`src/rtl/sensor_request_ctrl.sv`:
```
// Host request controller: takes {addr, cmd} frames from UART RX, runs one sensor
// measurement with checksum and timeout, and answers with a {code, data} reply.
//
// state    | meaning
// IDLE     | waiting for an address byte or a pending continuous re-measure
// RX_CMD   | address latched, waiting for the command byte (gap-limited)
// DECODE   | classify address/command, update continuous slot
// START    | o_sensor_start pulse
// WAIT     | waiting for i_sensor_done (timeout-limited)
// EVAL     | checksum/timeout evaluation, build reply
// TX_B0    | o_tx_start pulse for the response code
// WAIT_B0  | waiting for i_tx_done of the code byte
// TX_B1    | o_tx_start pulse for the data byte
// WAIT_B1  | waiting for i_tx_done of the data byte
module sensor_request_ctrl #(
  parameter int N_SENSORS      = 32,
  parameter int ADDR_W         = 5,
  parameter int PERIOD_CYCLES  = 50_000_000,
  parameter int TIMEOUT_CYCLES = 5_000_000,
  parameter int RX_GAP_CYCLES  = 500_000
) (
  input  logic              clock,
  input  logic              reset,
  input  logic [7:0]        i_rx_data,
  input  logic              i_rx_valid,
  output logic [7:0]        o_tx_data,
  output logic              o_tx_start,
  input  logic              i_tx_done,
  output logic [ADDR_W-1:0] o_sensor_sel,
  output logic              o_sensor_start,
  input  logic              i_sensor_done,
  input  logic [39:0]       i_sensor_data,
  output logic              o_busy,
  output logic              o_cont_active,
  output logic              o_drop
);

  typedef enum logic [3:0] {
    S_IDLE, S_RX_CMD, S_DECODE, S_START, S_WAIT,
    S_EVAL, S_TX_B0, S_WAIT_B0, S_TX_B1, S_WAIT_B1
  } state_t;

  typedef enum logic [1:0] {K_STATUS, K_TEMP, K_HUM} kind_t;

  localparam logic [8:0]  ADDR_LIM    = 9'(N_SENSORS);
  localparam logic [31:0] PERIOD_LAST = 32'(PERIOD_CYCLES - 1);
  localparam logic [31:0] TMO_LAST    = 32'(TIMEOUT_CYCLES - 1);
  localparam logic [31:0] GAP_LAST    = 32'(RX_GAP_CYCLES - 1);

  state_t            state_q, state_d;
  kind_t             kind_q, kind_d;
  logic [7:0]        addr_q, addr_d;
  logic [7:0]        cmd_q, cmd_d;
  logic [39:0]       data_q, data_d;
  logic              tmo_q, tmo_d;
  logic [31:0]       timer_q, timer_d;
  logic [7:0]        resp_q, resp_d;
  logic [7:0]        tx_data_q, tx_data_d;
  logic              tx_start_q, tx_start_d;
  logic [ADDR_W-1:0] sel_q, sel_d;
  logic              sensor_start_q, sensor_start_d;
  logic              busy_q, busy_d;
  logic              drop_q, drop_d;
  logic              cont_active_q, cont_active_d;
  logic [ADDR_W-1:0] cont_addr_q, cont_addr_d;
  logic              cont_hum_q, cont_hum_d;
  logic              pend_q, pend_d;
  logic [31:0]       period_q, period_d;

  logic       wrap;
  logic       addr_ok;
  logic [7:0] sum8;
  logic       crc_ok;

  assign wrap    = cont_active_q && (period_q == PERIOD_LAST);
  assign addr_ok = {1'b0, addr_q} < ADDR_LIM;
  assign sum8    = data_q[39:32] + data_q[31:24] + data_q[23:16] + data_q[15:8];
  assign crc_ok  = (sum8 == data_q[7:0]);

  always_comb begin
    state_d        = state_q;
    kind_d         = kind_q;
    addr_d         = addr_q;
    cmd_d          = cmd_q;
    data_d         = data_q;
    tmo_d          = tmo_q;
    timer_d        = timer_q;
    resp_d         = resp_q;
    tx_data_d      = tx_data_q;
    tx_start_d     = 1'b0;
    sel_d          = sel_q;
    sensor_start_d = 1'b0;
    cont_active_d  = cont_active_q;
    cont_addr_d    = cont_addr_q;
    cont_hum_d     = cont_hum_q;
    period_d       = period_q;
    pend_d         = pend_q | wrap;
    drop_d         = i_rx_valid && (state_q != S_IDLE) && (state_q != S_RX_CMD);

    if (cont_active_q) period_d = wrap ? 32'd0 : period_q + 32'd1;

    case (state_q)
      S_IDLE: begin
        // A host frame takes priority; a pending re-measure waits for the next IDLE.
        if (i_rx_valid) begin
          addr_d  = i_rx_data;
          timer_d = GAP_LAST;
          state_d = S_RX_CMD;
        end else if (pend_q) begin
          sel_d          = cont_addr_q;
          kind_d         = cont_hum_q ? K_HUM : K_TEMP;
          sensor_start_d = 1'b1;
          pend_d         = wrap;
          state_d        = S_START;
        end
      end
      S_RX_CMD: begin
        if (i_rx_valid) begin
          cmd_d   = i_rx_data;
          state_d = S_DECODE;
        end else if (timer_q == 32'd0) begin
          state_d = S_IDLE;
        end else begin
          timer_d = timer_q - 32'd1;
        end
      end
      S_DECODE: begin
        state_d    = S_TX_B0;
        tx_start_d = 1'b1;
        resp_d     = 8'h00;
        tx_data_d  = 8'h00;
        if (!addr_ok) begin
          tx_data_d = 8'hEE;
          resp_d    = addr_q;
        end else begin
          case (cmd_q)
            8'h03, 8'h04, 8'h05, 8'h06, 8'h07: begin
              tx_start_d     = 1'b0;
              sensor_start_d = 1'b1;
              sel_d          = addr_q[ADDR_W-1:0];
              state_d        = S_START;
              kind_d         = (cmd_q == 8'h03) ? K_STATUS :
                               (cmd_q == 8'h04 || cmd_q == 8'h06) ? K_TEMP : K_HUM;
              if (cmd_q == 8'h06 || cmd_q == 8'h07) begin
                cont_active_d = 1'b1;
                cont_addr_d   = addr_q[ADDR_W-1:0];
                cont_hum_d    = (cmd_q == 8'h07);
                period_d      = 32'd0;
                pend_d        = 1'b0;
              end
            end
            8'h08, 8'h09: begin
              tx_data_d = (cmd_q == 8'h08) ? 8'h0A : 8'h0B;
              if (cont_active_q && (cont_hum_q == (cmd_q == 8'h09))) begin
                cont_active_d = 1'b0;
                period_d      = 32'd0;
                pend_d        = 1'b0;
              end
            end
            default: begin
              tx_data_d = 8'hEF;
              resp_d    = cmd_q;
            end
          endcase
        end
      end
      S_START: begin
        timer_d = TMO_LAST;
        tmo_d   = 1'b0;
        state_d = S_WAIT;
      end
      S_WAIT: begin
        if (i_sensor_done) begin
          data_d  = i_sensor_data;
          state_d = S_EVAL;
        end else if (timer_q == 32'd0) begin
          tmo_d   = 1'b1;
          state_d = S_EVAL;
        end else begin
          timer_d = timer_q - 32'd1;
        end
      end
      S_EVAL: begin
        state_d    = S_TX_B0;
        tx_start_d = 1'b1;
        if (tmo_q || !crc_ok) begin
          tx_data_d = 8'h1F;
          resp_d    = 8'h00;
        end else begin
          case (kind_q)
            K_TEMP:  begin tx_data_d = 8'h08; resp_d = data_q[23:16]; end
            K_HUM:   begin tx_data_d = 8'h09; resp_d = data_q[39:32]; end
            default: begin tx_data_d = 8'h07; resp_d = 8'h00;         end
          endcase
        end
      end
      S_TX_B0: state_d = S_WAIT_B0;
      S_WAIT_B0: begin
        if (i_tx_done) begin
          tx_data_d  = resp_q;
          tx_start_d = 1'b1;
          state_d    = S_TX_B1;
        end
      end
      S_TX_B1: state_d = S_WAIT_B1;
      S_WAIT_B1: if (i_tx_done) state_d = S_IDLE;
      default: state_d = S_IDLE;
    endcase

    busy_d = (state_d != S_IDLE);
  end

  always_ff @(posedge clock) begin
    if (reset) begin
      state_q        <= S_IDLE;
      kind_q         <= K_STATUS;
      addr_q         <= '0;
      cmd_q          <= '0;
      data_q         <= '0;
      tmo_q          <= 1'b0;
      timer_q        <= '0;
      resp_q         <= '0;
      tx_data_q      <= '0;
      tx_start_q     <= 1'b0;
      sel_q          <= '0;
      sensor_start_q <= 1'b0;
      busy_q         <= 1'b0;
      drop_q         <= 1'b0;
      cont_active_q  <= 1'b0;
      cont_addr_q    <= '0;
      cont_hum_q     <= 1'b0;
      pend_q         <= 1'b0;
      period_q       <= '0;
    end else begin
      state_q        <= state_d;
      kind_q         <= kind_d;
      addr_q         <= addr_d;
      cmd_q          <= cmd_d;
      data_q         <= data_d;
      tmo_q          <= tmo_d;
      timer_q        <= timer_d;
      resp_q         <= resp_d;
      tx_data_q      <= tx_data_d;
      tx_start_q     <= tx_start_d;
      sel_q          <= sel_d;
      sensor_start_q <= sensor_start_d;
      busy_q         <= busy_d;
      drop_q         <= drop_d;
      cont_active_q  <= cont_active_d;
      cont_addr_q    <= cont_addr_d;
      cont_hum_q     <= cont_hum_d;
      pend_q         <= pend_d;
      period_q       <= period_d;
    end
  end

  assign o_tx_data      = tx_data_q;
  assign o_tx_start     = tx_start_q;
  assign o_sensor_sel   = sel_q;
  assign o_sensor_start = sensor_start_q;
  assign o_busy         = busy_q;
  assign o_cont_active  = cont_active_q;
  assign o_drop         = drop_q;

endmodule

```
`config.mk`:
```
export PLATFORM = sky130hd
export DESIGN_NAME = sensor_request_ctrl
export DESIGN_NICKNAME = d
export VERILOG_FILES = /design/src/rtl/sensor_request_ctrl.sv
export SDC_FILE = /design/constraint.sdc
export NUM_CORES = 1
export LEC_CHECK = 0
export ABC_AREA = 1
export CAP_MARGIN = 20
export CORE_MARGIN = 3
export CORE_UTILIZATION = 30
export DETAILED_ROUTE_END_ITERATION = 10
export GPL_TIMING_DRIVEN = 0
export PLACE_DENSITY = 0.5
export SYNTH_ARGS = -nofsm -noshare
export SYNTH_HDL_FRONTEND = slang
export SYNTH_SLANG_ARGS = --single-unit
```
`constraint.sdc`:
```
create_clock -name clock -period 5.04 [get_ports clock]
set_input_delay 1.008 -clock clock [delete_from_list [all_inputs] [get_ports clock]]
set_output_delay 1.008 -clock clock [all_outputs]
set_load 0.1 [all_outputs]
```
# Yosys cells after proc, flatten, opt, wreduce, memory -nomap -nowiden
# Index checks and enable logic that the tools add are counted.
# totals
reg_bits,160
latchBits,0
ramBits,0
mem_bits_ro,0
inputBits,53
word_cells,159
n_memories,0
# op_classes
add_sub_neg,5
mul,0
div,0
order_cmp,1
eq_ne,33
shifts,0
muxes,70
bitwise_logic,1
reduce_logical,30
# ops
cell,count
2-to-1 mux 32 bit,10
case mux 32 bit (4 select lines),1
case mux 32 bit (2 select lines),1
case mux 8 bit (2 select lines),3
2-to-1 mux 8 bit,5
case mux 4 bit (10 select lines),1
"adder 32 x 1 -> 32 bit, second input constant",1
"== test 32 x 26 -> 1 bit, second input constant",1
"== test 8 x 3 -> 1 bit, second input constant",4
logical NOT 32 bit,1
2-to-1 mux 4 bit,8
"subtractor 32 x 1 -> 32 bit, second input constant",1
2-to-1 mux 5 bit,5
adder 8 bit,3
case mux 8 bit (3 select lines),1
"inequality test 2 bit, second input constant",10
2-to-1 mux 1 bit,17
"== test 4 x 3 -> 1 bit, second input constant",4
"== test 8 x 4 -> 1 bit, second input constant",2
2-to-1 mux 2 bit,7
nonzero test 4 bit,3
case mux 1 bit (2 select lines),5
case mux 5 bit (2 select lines),1
AND reduction 5 bit,2
28 further kinds,43

# Longest topological paths before layout
# Gate-level depths: netlist of run 1.
# depth
ltp_word,8
ltp_mapped,17
ltp_nobuf,17

# Worst setup path before layout of run 1
# No wires, ideal clock.
# synth_path
path_kind,register -> register
from,reg data_q[9]
to,reg tx_data_q[3] (netlist: o_tx_data[3])
setup_ns,0.125
arrival_time_ns,3.187
t_required_ns,4.915
path_slack_ns,1.728
stages_incl_launch_ff,16
path_buffers,0
cell_sequence,dfxtp_1 fa_1 inv_1 fa_1 inv_1 ha_1 fa_1 or2_2 nand3_1 nand2_1 nor2_1 nand2_1 nor3_2 nand2_1 nand2_1 a21oi_1
# synth_between
elab_chain_cells,6
# synth_lines
item,line,text
from (decl),54,"logic [39:0] data_q, data_d;"
from (signal assigned),239,data_q <= data_d;
adder 8 bit,77,assign sum8 = data_q[39:32] + data_q[31:24] + data_q[23:16] + data_q[15:8];
== test 8 bit,78,assign crc_ok = (sum8 == data_q[7:0]);
logical NOT 1 bit,186,if (tmo_q || !crc_ok) begin
logical OR 1 bit,186,
2-to-1 mux 5 bit,186,
case mux 8 bit (3 select lines),102,case (state_q)
to (signal assigned),243,tx_data_q <= tx_data_d;
to (decl),58,"logic [7:0] tx_data_q, tx_data_d;"
# Every way passes these cells.
# A chain may end at the register's enable or synchronous reset.

# Worst setup path after layout of run 1
# layout_path
from,reg data_q[9]
to,reg resp_q[7]
# layout_between
elab_chain_cells,6
# layout_lines
item,line,text
adder 8 bit,77,
== test 8 bit,78,
logical NOT 1 bit,186,
logical OR 1 bit,186,
2-to-1 mux 8 bit,186,
case mux 8 bit (2 select lines),102,
to (signal assigned),242,resp_q <= resp_d;
to (decl),57,"logic [7:0] resp_q, resp_d;"
# Every way passes these cells.

==> impl_metrics.toml, run 1 <==
[logic_synthesis]
synth-xor-area-share_pct = 2.62
synthSimpleGateAreaFrac_pct = 31.4
netlist_area_mm2 = 0.00869
syn_area_per_cell_um2 = 6.83
synth_top_family_by_area = "simple AND/OR/NAND/NOR gates"
ys_ff_latch = 160
muxShareOfSynthArea_pct = 0
yosysSeqAreaShare_pct = 36.9
synth_compound_area_share_pct = 15.3
yosys_warnings = 0
synthAdderAreaFrac_pct = 4.81
yosys.cell_types.count = 43
synth_edf_count = 0
synth_fp_nets = 1351
synth_flop_cell = "dfxtp_1"
async_flop_share_pct = 0
synthCells = 1273

[worst_setup_path]
critPathMaxFanout = 9
end_kind = "register"
cp.arrival_ns = 4.09
r2r-end = "resp_q[7]$_SDFFE_PP0P_"
r2r_start = "data_q[9]$_SDFFE_PP0P_"
critPathKind = "reg2reg"
r2r_cells = 14
start_kind = "register"
ff2ff_setup_slack_ns = 1.31
required_ns = 5.40

[cts]
cts_hold_buf = 0
clock_sinks = 160
worst_skew_pair.late_latency_ns = 0.43
cts.htree.levels = 4
clk_pin_slew_ns = 0.07
numCtsBuffers = 17
post_cts_buffers = 0
postCtsResizedCells = 0
clock_path_buffers = 2
cts-root-buf = "clkbuf_16"
cts_tree = "done"

[final_layout]
drive_gt1_share_pct = 6.05
mostFrequentLayoutCell = "nand2_1"
layout_common_cells = "nand2_1, dfxtp_1, inv_1, nor2_1, a21oi_1"
stdcell_area_mm2 = 0.0105
final_nets = 1439
antenna_cells = 0
syn2layout_area_growth_pct = 20.9

[pwr]
total_power_mw = 5.70
power_leakage_nw = 4.27
power_density_mw_per_mm2 = 543
peakVddDrop_mv = 0.281

[detailed_routing]
ant_nets = 0
vias_per_cell = 4.83
wire_per_inst_um = 15.1
drc = 0
finalWirelength_um = 26400
vias = 8457
dr.pass1.iters = 5
drtIter0Drc = 539

[sta]
fin_ws_ns = 1.31
worst_slew_pin_slew_ns = 0.990
finalHoldViolations = 0
maxSlewViolCount = 0
setup_viol = 0
fin_crit_sh_pct = 74.0
max_freq_mhz = 268
fin_crit_ns = 3.73
setup_tns_ns = 0
fin_skew_ns = 0.0147
relSlewSlack_pct = 33.8
grt_setup_unrepaired = "false"

[grt]
grt_pass1_vias = 8128
grt_max_degree = 17
grt.total_usage_pct = 17.4
overflow = 0
grt_pass1_wl_um = 42900
antenna_found_initial = 0

[hold_path]
worst_hold_path_type = "reg2reg"
hold_depth = 2
worstHoldStart = "cont_addr_q[1]$_SDFFE_PP0P_"
hold_end = "cont_addr_q[1]$_SDFFE_PP0P_"

[outcome]
outcome = "complete, no violations"

[placed_design]
port-buffer-count = 69
globalplace.congestion = 0.853
placed_cell_area_mm2 = 0.00985
dpl.hpwl_um = 20100
pre_cts_ws_ns = 1.34

[job]
drv_cap = 0

[floorplanning]
die_area_mm2 = 0.0310
die_w_um = 176
core_mm2 = 0.0282
num_rows = 61
io_pins = 71
start_util_pct = 30.9
fp.dieH_um = 176
flip-flops by register name, summed over array words and instances (netlist names), 2 cells and up:
name          flops
cmd_q             8
timer_q          32
cont_addr_q       5
kind_q            2
addr_q            8
o_tx_data         8
o_sensor_sel      5
resp_q            8
data_q           40
state_q           4
period_q         32
critical path, cell delays in order, from the launching register on:
cell	delay, ns
dfxtp_1	0.33
fa_1	0.53
inv_1	0.05
fa_1	0.49
inv_1	0.04
ha_1	0.23
fa_1	0.45
or2_2	0.33
nand3_1	0.07
nand2_1	0.05
nor2_1	0.09
nand2_1	0.12
nor3_2	0.45
nand4_1	0.24
a21oi_1	0.18
power by group:
group / internal (mW) / switching, mW / total [mW]
registers: 1.49 / 0.173 / 1.66
logic: 0.772 / 1.81 / 2.58
clock network: 0.897 / 0.564 / 1.46
total: 3.15 / 2.54 / 5.70
metrics by stage:
step / utilization, % / std cells / hold WS, ns
6_report: 37.3 / 1751 / 0.447
5_1_grt: 37.3 / 1751 / 0.470
4_1_cts: 37.3 / 1751 / 0.449
3_5_place_dp: 35.0 / 1720 / 0.438
3_3_place_gp: 35.0 / 1720 / 0.434
2_1_floorplan: - / 1273 / 0.424
metal layers:
| layer | global-route usage, % | part of all wire (%) | up-vias |
|---|---|---|---|
| met5 | 0 | 0 | - |
| met4 | 4.03 | 1.3 | 0 |
| met3 | 2.69 | 3.7 | 23 |
| met2 | 27.4 | 45 | 160 |
| met1 | 24.9 | 50 | 3937 |
| li1 | - | - | 4337 |
kinds of logic (layout without fill, tap and decap cells):
group	after synthesis	in the layout
AOI/OAI and AO/OA	251	251
buffers and inverters	198	298
and+or+nand+nor	613	613
DFF	160	160
adders and majority gates	25	25
xor gates and xnor gates	26	26
cell type report:
| cell class | instances | area, um^2 |
|---|---|---|
| Inverter | 158 | 593 |
| Multi-Input combinational cell | 915 | 4700 |
| Buffer | 40 | 190 |
| Sequential cell | 160 | 3200 |
| Timing Repair Buffer | 69 | 691 |
| Fill cell | 2996 | 17700 |
| Clock inverter | 12 | 206 |
| Tap cell | 378 | 473 |
| Clock buffer | 19 | 443 |
Yosys cell counts (all sizes together) (3+ instances only):
library cell,count,area (um^2)
or2,10,62.6
clkbuf,29,109
nand3b,5,37.5
buf,11,81.3
nand3,70,350
dfxtp,160,3200
nand2,289,1110
ha,11,138
a31oi,5,31.3
xnor2,6,52.6
o31ai,5,37.5
o22ai,10,62.6
xor2,20,175
a211oi,3,22.5
nand4,34,228
nor4,10,62.6
fa,14,280
nor2,157,639
inv,157,589
a21oi,124,632
o21ai,95,475
nor3b,3,22.5
o211ai,4,30.0
nor3,34,203
o21bai,3,22.5
worst max-delay path by stage:
| stage | from | to | slack (ns) | cells after the start |
|---|---|---|---|---|
| after global routing | data_q[9]$_SDFFE_PP0P_ | resp_q[7]$_SDFFE_PP0P_ | 1.01 | 14 |
| after global placement | data_q[9]$_SDFFE_PP0P_ | resp_q[7]$_SDFFE_PP0P_ | 1.41 | 14 |
| after CTS | data_q[9]$_SDFFE_PP0P_ | resp_q[6]$_SDFFE_PP0P_ | 1.31 | 14 |
| final | data_q[9]$_SDFFE_PP0P_ | resp_q[7]$_SDFFE_PP0P_ | 1.31 | 14 |
| after floorplan | data_q[9]$_SDFFE_PP0P_ | o_tx_data[3]$_SDFFE_PP0P_ | 1.73 | 15 |
| after detailed placement | data_q[9]$_SDFFE_PP0P_ | resp_q[6]$_SDFFE_PP0P_ | 1.34 | 14 |
(Power assumes the default switching activity.)
==> run 2, diff against run 1 <==
==> constraint.sdc (replaced) <==
create_clock -name clock -period 3.7 [get_ports clock]
set_input_delay 0.74 -clock clock [delete_from_list [all_inputs] [get_ports clock]]
set_output_delay 0.74 -clock clock [all_outputs]
set_load 0.1 [all_outputs]
==> impl_metrics.toml, run 2 (synthesis results as in run 1) <==
[final_layout]
syn2layout_area_growth_pct = 21.1
final_nets = 1440
layout_common_cells = "nand2_1, dfxtp_1, inv_1, nor2_1, a21oi_1"
n_fill_cell = 2996
largest_register_ffs = 40
top_register = "data_q"
largest_registers = "data_q (40), period_q (32), timer_q (32)"
antenna_cells = 0
drive_gt1_share_pct = 6.26
mostFrequentLayoutCell = "nand2_1"
instances_no_fill = 1752

[cts]
cts-root-buf = "clkbuf_16"
cts_tree = "done"
clock_path_buffers = 2
worst_skew_pair.late_latency_ns = 0.43
clk_pin_slew_ns = 0.07
cts.htree.levels = 4
numCtsBuffers = 17
clock_sinks = 160

[grt]
overflow = 0
grt_pass1_wl_um = 42900
grt.total_usage_pct = 17.4
grt_pass1_vias = 8124
grt_max_degree = 17
antenna_found_initial = 0

[floorplanning]
die_area_mm2 = 0.0310
start_util_pct = 30.9
num_rows = 61
io_pins = 71
core_mm2 = 0.0282
fp.dieH_um = 176
die_w_um = 176

[hold_path]
hold_end = "cont_addr_q[4]$_SDFFE_PP0P_"
worst_hold_path_type = "reg2reg"
worstHoldStart = "cont_addr_q[4]$_SDFFE_PP0P_"
hold_depth = 2

[detailed_routing]
drtIter0Drc = 503
vias_per_cell = 4.81
dr.max_layer_used = "met4"
dr.pass1.iters = 5
ant_nets = 0
vias = 8424
drc = 0
wl_met3_um = 972
wire_per_inst_um = 15.1
finalWirelength_um = 26400
dr_wl_met2_um = 11800
wl_met1_um = 13300

[worst_setup_path]
max_stage_delay_ns = 0.53
end_kind = "register"
r2r_cells = 15
cp_slowest_cell = "fa_1"
ff2ff_setup_slack_ns = 0.19
critPathKind = "reg2reg"
required_ns = 4.06
crit_start = "data_q[9]$_SDFFE_PP0P_"
path_cells = "fa_1 > inv_1 > fa_1 > inv_1 > ha_1 > fa_2 > or2_2 > nand3_1 > nand2_1 > nor2_1 > nand2_1 > nor3_4 > buf_4 > nand4_1 > a21oi_1"
r2r_start = "data_q[9]$_SDFFE_PP0P_"
cp.arrival_ns = 3.88
critPathMaxFanout = 8
start_kind = "register"
r2r-end = "resp_q[1]$_SDFFE_PP0P_"

[sta]
fin_crit_sh_pct = 95.0
maxSlewViolCount = 0
grt_setup_unrepaired = "false"
fin_skew_ns = 0.0147
setup_viol = 0
setup_tns_ns = 0
worst_slew_pin_slew_ns = 0.990
max_freq_mhz = 285
fin_crit_ns = 3.51
relSlewSlack_pct = 33.8
finalHoldViolations = 0

[placed_design]
placedCellCount = 1720
globalplace.congestion = 0.853
dpl.hpwl_um = 20100
port-buffer-count = 69

[pwr]
power_density_mw_per_mm2 = 743
total_power_mw = 7.82
power_leakage_nw = 4.28
peakVddDrop_mv = 0.382

[job]
drv_cap = 0

[outcome]
outcome = "complete, no violations"
[run 2: cell count changes in the layout (fill, tap and decap cells not counted)]
cell,change
fa_2,+1
fa_1,-1
a21oi_2,+1
buf_4,+1
a21oi_1,-1
nor3_4,+1
nor3_2,-1
[run 2: how the worst max path moves through the flow]
stage | endpoint | slack [ns] | cells past startpoint
2_1_floorplan | o_tx_data[3]$_SDFFE_PP0P_ | 0.39 | 15
5_1_grt | resp_q[0]$_SDFFE_PP0P_ | 0.0007 | 15
6_report | resp_q[1]$_SDFFE_PP0P_ | 0.19 | 15
4_1_cts | resp_q[6]$_SDFFE_PP0P_ | 0.1 | 14
3_5_place_dp | resp_q[6]$_SDFFE_PP0P_ | 0.002 | 14
3_3_place_gp | resp_q[7]$_SDFFE_PP0P_ | 0.07 | 14
[run 2: timing repair]
item,CTS,global route
gates resized for setup,1,2
setup endpoints to repair,3,11
hold endpoints to repair,0,0
buffers inserted,0,1
pin swaps,0,2
hold buffers,0,0
[run 2: cell type report]
type,count,area [um^2],area share (%)
buffer,40,190,1.81
clock buffer,19,443,4.21
clock inverter,12,206,1.96
inverter,158,593,5.64
multi-input combinational,915,4720,44.8
sequential,160,3200,30.4
tap,378,473,4.49
timing repair buffer,70,698,6.63
[run 2: where the power goes]
group / leakage [nW] / switching [mW] / internal (mW) / total [mW]
sequential: 1.30 / 0.237 / 2.02 / 2.26
clock: 0.320 / 0.767 / 1.22 / 1.99
combinational: 2.66 / 2.48 / 1.09 / 3.57
total: 4.28 / 3.48 / 4.33 / 7.82
[run 2: per-layer routing]
layer	global-route usage (%)	vias up
met1	24.9	3921
met5	0	-
met4	4.03	0
met2	27.4	147
li1	-	4339
met3	2.69	17
[run 2: worst max-delay path, delay by kind of cell, from the launching register on]
family | cells | cell delay, ns
flip-flops | 1 | 0.33
adder cells (fa/ha/maj) | 4 | 1.65
AO/OA/AOI/OAI | 1 | 0.14
buffers and inverters | 3 | 0.27
AND/OR/NAND/NOR | 7 | 1.06
[run 2: through the flow]
step           instance area (um^2)  util, %  worst slack, ns  hold WS (ns)
6_report                      10500     37.4            0.186         0.447
5_1_grt                       10500     37.4         0.000687         0.470
4_1_cts                       10500     37.3           0.0982         0.449
3_5_place_dp                   9850     35.0          0.00230         0.438
3_3_place_gp                   9850     35.0           0.0668         0.434
2_1_floorplan                  8690        -            0.388         0.424
